==> config.mk <==
export PLATFORM = sky130hd
export DESIGN_NAME = ped_request_conditioner
export DESIGN_NICKNAME = d
export VERILOG_FILES = /design/src/rtl/ped_request_conditioner.sv
export SDC_FILE = /design/constraint.sdc
export NUM_CORES = 1
export LEC_CHECK = 0
export CAP_MARGIN = 10
export CORE_ASPECT_RATIO = 0.5
export CORE_MARGIN = 4
export CORE_UTILIZATION = 35
export CTS_CLUSTER_DIAMETER = 150
export DETAILED_ROUTE_END_ITERATION = 16
export GPL_TIMING_DRIVEN = 0
export PLACE_DENSITY_LB_ADDON = 0.08
export SLEW_MARGIN = 20
export SYNTH_ARGS = -nofsm -noshare
export SYNTH_HDL_FRONTEND = slang
export SYNTH_SLANG_ARGS = --single-unit
==> constraint.sdc <==
create_clock -name clk -period 1.6 [get_ports clk]
set_clock_uncertainty 0.05 [all_clocks]
set_input_delay 0.4 -clock clk [delete_from_list [all_inputs] [get_ports clk]]
set_output_delay 0.4 -clock clk [all_outputs]
set_load 0.005 [all_outputs]
==> src/rtl/ped_request_conditioner.sv <==
// Conditions two asynchronous curbside buttons into a single one-cycle pedestrian request
// for the traffic light controller, with debounce, post-WALK lockout and stuck detection.
module ped_request_conditioner #(
  parameter int unsigned DEBOUNCE_CYCLES = 4,
  parameter int unsigned LOCKOUT_CYCLES  = 8,
  parameter int unsigned STUCK_CYCLES    = 64
) (
  input  logic       clk,
  input  logic       reset_n,
  input  logic       btn_a,
  input  logic       btn_b,
  input  logic       walk_active,
  output logic       pedestrian_request,
  output logic       req_pending,
  output logic       stuck_a,
  output logic       stuck_b,
  output logic [1:0] fsm_state
);

  localparam int unsigned DbW = (DEBOUNCE_CYCLES > 1) ? $clog2(DEBOUNCE_CYCLES) : 1;
  localparam int unsigned LkW = (LOCKOUT_CYCLES > 1) ? $clog2(LOCKOUT_CYCLES) : 1;
  localparam int unsigned StW = $clog2(STUCK_CYCLES + 1);

  localparam logic [DbW-1:0] DbLast = DbW'(DEBOUNCE_CYCLES - 1);
  localparam logic [LkW-1:0] LkLast = LkW'(LOCKOUT_CYCLES - 1);
  localparam logic [StW-1:0] StMax  = StW'(STUCK_CYCLES);

  typedef enum logic [1:0] {
    StIdle     = 2'b00,
    StIssue    = 2'b01,
    StWaitWalk = 2'b10,
    StLockout  = 2'b11
  } state_e;

  // Index 0 is button A, index 1 is button B.
  logic [1:0]          btn_raw;
  logic [1:0]          sync1_q, sync2_q;
  logic [1:0]          deb_q, deb_d, deb_dly_q;
  logic [1:0][DbW-1:0] db_cnt_q, db_cnt_d;
  logic [1:0][StW-1:0] st_cnt_q, st_cnt_d;
  logic [1:0]          stuck;
  logic [1:0]          rise;
  logic                press_evt;

  state_e              state_q, state_d;
  logic [LkW-1:0]      lock_cnt_q, lock_cnt_d;
  logic                deferred_q, deferred_d;
  logic                walk_seen_q, walk_seen_d;

  assign btn_raw = {btn_b, btn_a};

  always_comb begin
    deb_d    = deb_q;
    db_cnt_d = '0;
    st_cnt_d = '0;
    stuck    = '0;
    rise     = '0;
    for (int i = 0; i < 2; i++) begin
      if (sync2_q[i] != deb_q[i]) begin
        if (db_cnt_q[i] == DbLast) begin
          deb_d[i] = sync2_q[i];
        end else begin
          db_cnt_d[i] = db_cnt_q[i] + DbW'(1);
        end
      end
      if (deb_q[i]) begin
        st_cnt_d[i] = (st_cnt_q[i] == StMax) ? st_cnt_q[i] : st_cnt_q[i] + StW'(1);
      end
      // Gated by the debounced level so the flag drops the moment the button releases.
      stuck[i] = deb_q[i] && (st_cnt_q[i] == StMax);
      rise[i]  = deb_q[i] && !deb_dly_q[i] && !stuck[i];
    end
  end

  assign press_evt = |rise;

  always_ff @(posedge clk) begin
    if (!reset_n) begin
      sync1_q   <= '0;
      sync2_q   <= '0;
      deb_q     <= '0;
      deb_dly_q <= '0;
      db_cnt_q  <= '0;
      st_cnt_q  <= '0;
    end else begin
      sync1_q   <= btn_raw;
      sync2_q   <= sync1_q;
      deb_q     <= deb_d;
      deb_dly_q <= deb_q;
      db_cnt_q  <= db_cnt_d;
      st_cnt_q  <= st_cnt_d;
    end
  end

  always_ff @(posedge clk) begin
    if (!reset_n) begin
      state_q     <= StIdle;
      lock_cnt_q  <= '0;
      deferred_q  <= 1'b0;
      walk_seen_q <= 1'b0;
    end else begin
      state_q     <= state_d;
      lock_cnt_q  <= lock_cnt_d;
      deferred_q  <= deferred_d;
      walk_seen_q <= walk_seen_d;
    end
  end

  always_comb begin
    state_d     = state_q;
    lock_cnt_d  = lock_cnt_q;
    deferred_d  = deferred_q;
    walk_seen_d = walk_seen_q;
    case (state_q)
      StIdle: begin
        if (press_evt) state_d = StIssue;
      end
      StIssue: begin
        state_d     = StWaitWalk;
        walk_seen_d = 1'b0;
      end
      StWaitWalk: begin
        // WALK must be observed starting and then ending before lockout begins.
        if (walk_active) begin
          walk_seen_d = 1'b1;
        end else if (walk_seen_q) begin
          state_d     = StLockout;
          lock_cnt_d  = '0;
          deferred_d  = 1'b0;
          walk_seen_d = 1'b0;
        end
      end
      StLockout: begin
        if (lock_cnt_q == LkLast) begin
          state_d    = (deferred_q || press_evt) ? StIssue : StIdle;
          deferred_d = 1'b0;
          lock_cnt_d = '0;
        end else begin
          lock_cnt_d = lock_cnt_q + LkW'(1);
          if (press_evt) deferred_d = 1'b1;
        end
      end
      default: begin
        state_d     = StIdle;
        lock_cnt_d  = '0;
        deferred_d  = 1'b0;
        walk_seen_d = 1'b0;
      end
    endcase
  end

  always_comb begin
    pedestrian_request = 1'b0;
    req_pending        = 1'b0;
    case (state_q)
      StIssue: begin
        pedestrian_request = 1'b1;
        req_pending        = 1'b1;
      end
      StWaitWalk: req_pending = !walk_seen_q;
      default: ;
    endcase
  end

  assign fsm_state = state_q;
  assign stuck_a   = stuck[0];
  assign stuck_b   = stuck[1];

endmodule
==> qor.csv <==
stage;metric;value;unit
floorplan;die_w;101;um
run;cap_violations;0;
clock_tree;worstSkewPairLatency;0.28;ns
pwr;p_leak;0.778;nW
logic_synthesis;avgSynthCellArea;9.97;sq um
drt;vias;1118;
timing;slew_headroom;71.1;%
timing;report.final.hold_viol_count;0;
timing;fmaxAchievable;524;MHz
worst_hold_path;hold-path-cell-count;1;
timing;tightest_slew;0.434;ns
timing;setup_viol;6;
drt;drc;0;
global_routing;grt_first_pass_wirelength;4.97;mm
place;portBuffers;9;
setup_path;worstSetupEndpointType;output pin;
global_routing;grt_pass1_vias;1136;
place;place_congestion;0.750;
logic_synthesis;synth_edf_count;0;
logic_synthesis;syn_nets;170;
drt;first_pass_iters;2;
floorplan;start_util;37.7;%
logic_synthesis;syn_area;0.00152;sq mm
floorplan;die_h;54.5;um
drt;post_drt_wl_per_cell;11.7;um
clock_tree;clk_path_buf_depth;2;
floorplan;io_pins;11;
setup_path;critPathMaxFanout;2;
timing;setup_slack;-0.309;ns
pwr;p_per_area;825;mW/mm^2
logic_synthesis;ys_warn_count;0;
pwr;ir_worst_vdd;321;uV
finish;area_growth;32.6;%
clock_tree;cts_buffers;5;
logic_synthesis;ys.flop_type;dfxtp_1;
logic_synthesis;syn-instance-count;152;
setup_path;worstRegToRegCells;9;
finish;drive_gt1_share;32.4;%
floorplan;rows;16;
finish;fin_util;49.9;%
setup_path;cp_data_required_time;1.15;ns
global_routing;grt_antenna_before_repair;0;
clock_tree;cts_tree;built;
drt;ant_nets;0;
clock_tree;cts_root_buf;clkbuf_8;
logic_synthesis;ys_ff_latch;33;
drt;routed_wl;2.81;mm
timing;rsz0062_at_grt;true;
logic_synthesis;ys_seq_area_share;43.6;%
logic_synthesis;synth_top_area_cell;dfxtp_1;
timing;final.period_utilization;119;%
finish;fin_nets;202;
worst_hold_path;hold_class;reg -> reg;
clock_tree;cts_num_sinks;33;
global_routing;globalRouteOverflowTotal;0;
finish;n_antenna_cell;0;
logic_synthesis;synth_top_cell_area_share;43.6;%
drt;via_per_inst;4.68;
global_routing;groute.usage.overall;12.0;%
logic_synthesis;synth-async-reset-ratio;0;%
clock_tree;path_clk_slew;0.07;ns
global_routing;grt_max_degree;11;
logic_synthesis;ys_top_cells_by_area;dfxtp_1, ha_1, xor2_1, nor2_1, nor2b_1;
floorplan;dieArea;0.00551;sq mm
setup_path;critPathKind;reg -> out;
timing;drv_slew;0;
setup_path;arrival;1.46;ns
drt;first_iter_violations;10;
run_status;status;finished, violations left;
pwr;p_total;1.66;mW
logic_synthesis;synthDistinctLibCells;35;
timing;period_needed;1.91;ns
floorplan;fp.coreArea;0.00402;sq mm
setup_path;setup.worst_path.start_class;register;
run_status;violations;negative setup slack;
place;dpl.hpwl;1.86;mm
clock_tree;htree_num_levels;2;
[registers in the layout (all words and copies together) (netlist names)]
register	flops
st_cnt_q	14
db_cnt_q	4
lock_cnt_q	3
deb_dly_q	2
deb_q	2
fsm_state	2
sync1_q	2
sync2_q	2
deferred_q	1
walk_seen_q	1
[through the flow]
| stage | cells | hold WS, ns | TNS (ns) | instance area (sq um) | worst slack, ns |
|---|---|---|---|---|---|
| 4_1_cts | 236 | 0.386 | -1.30 | 1960 | -0.409 |
| 3_3_place_gp | 215 | 0.365 | -3.22 | 1700 | -0.594 |
| 3_5_place_dp | 215 | 0.371 | -3.19 | 1700 | -0.580 |
| 2_1_floorplan | 152 | 0.355 | -0.106 | 1540 | -0.0529 |
| 5_1_grt | 239 | 0.401 | -1.79 | 2010 | -0.417 |
| 6_report | 239 | 0.386 | -1.22 | 2010 | -0.309 |
[logic make-up after synthesis]
kind of cell / Yosys count / share of synthesized area [%]
DFF: 33 / 43.6
AOI/OAI and AO/OA: 15 / 8.34
muxes: 5 / 3.30
buffers and inverters: 11 / 2.73
adders and majority gates: 13 / 10.7
and+or+nand+nor: 61 / 23.2
xor gates and xnor gates: 14 / 8.09
[what timing repair did]
action,in CTS,in global routing
endpoints found under the setup margin,10,13
resized for setup,43,10
hold buffers,0,0
pin swaps,11,3
gates cloned,0,0
setup buffers,13,3
[synth_stat cells, types with 2 or more instances]
cell type,count
and2_1,5
nor2_1,17
a32oi_1,2
nand2_1,4
dfxtp_1,33
xnor2_1,6
nor2b_1,9
or2b_2,2
xor2_1,8
nor4bb_1,2
mux2i_1,5
and2b_2,2
inv_1,9
clkbuf_1,2
nand3_1,9
ha_1,13
nand2b_1,3
a21oi_1,4
[path summary, 6_finish.rpt]
kind,start,to,slack [ns]
setup reg to reg,st_cnt_q[8],fsm_state[1],-0.25
setup / recovery,st_cnt_q[8],stuck_b,-0.31
hold / removal,db_cnt_q[2],db_cnt_q[2],0.39
hold reg to reg,db_cnt_q[2],db_cnt_q[2],0.39
[layer usage]
layer	routed length, um	share of wire (%)	up-vias	track usage (%)
li1	-	-	579	-
met1	1440	51	524	14.3
met2	1250	44	11	19.7
met3	99	3.5	4	4.96
met4	17	0.61	0	4.64
met5	0	0	-	0
[worst max-delay path: stages (launching register included)]
cell and delay, ns:
dfxtp_2 0.33, inv_2 0.07, ha_4 0.12, or2b_4 0.27, nor4_4 0.15, and2_1 0.15, buf_2 0.10
[cells in the final DEF, fill, tap and decap left out, types with 3 or more instances in the layout]
cell type        instances
dfxtp_2                  4
ha_4                     3
dfxtp_1                 26
nand3_1                  8
xor2_1                   8
mux2i_1                  4
buf_2                    3
clkbuf_8                 5
ha_1                     9
nor2_1                  17
clkdlybuf4s50_1          3
buf_4                   15
a21oi_1                  3
nand2_1                  4
xnor2_1                  6
nor2b_1                  7
dfxtp_4                  3
inv_2                    3
and2_1                   5
inv_1                    5
clkbuf_1                 3
[area by class of cell]
cell class	count	area, sq um
tap	54	67.6
fill	362	2010
buffer	2	7.51
multi-input combinational	108	948
inverter	9	38.8
sequential	33	677
clock inverter	2	10.0
clock buffer	6	72.6
timing repair buffer	25	188
[power by group]
part           internal, mW  switching (mW)
Sequential            0.836         0.00820
Combinational         0.124          0.0937
Clock                 0.301           0.294
(Power assumes the default switching activity.)
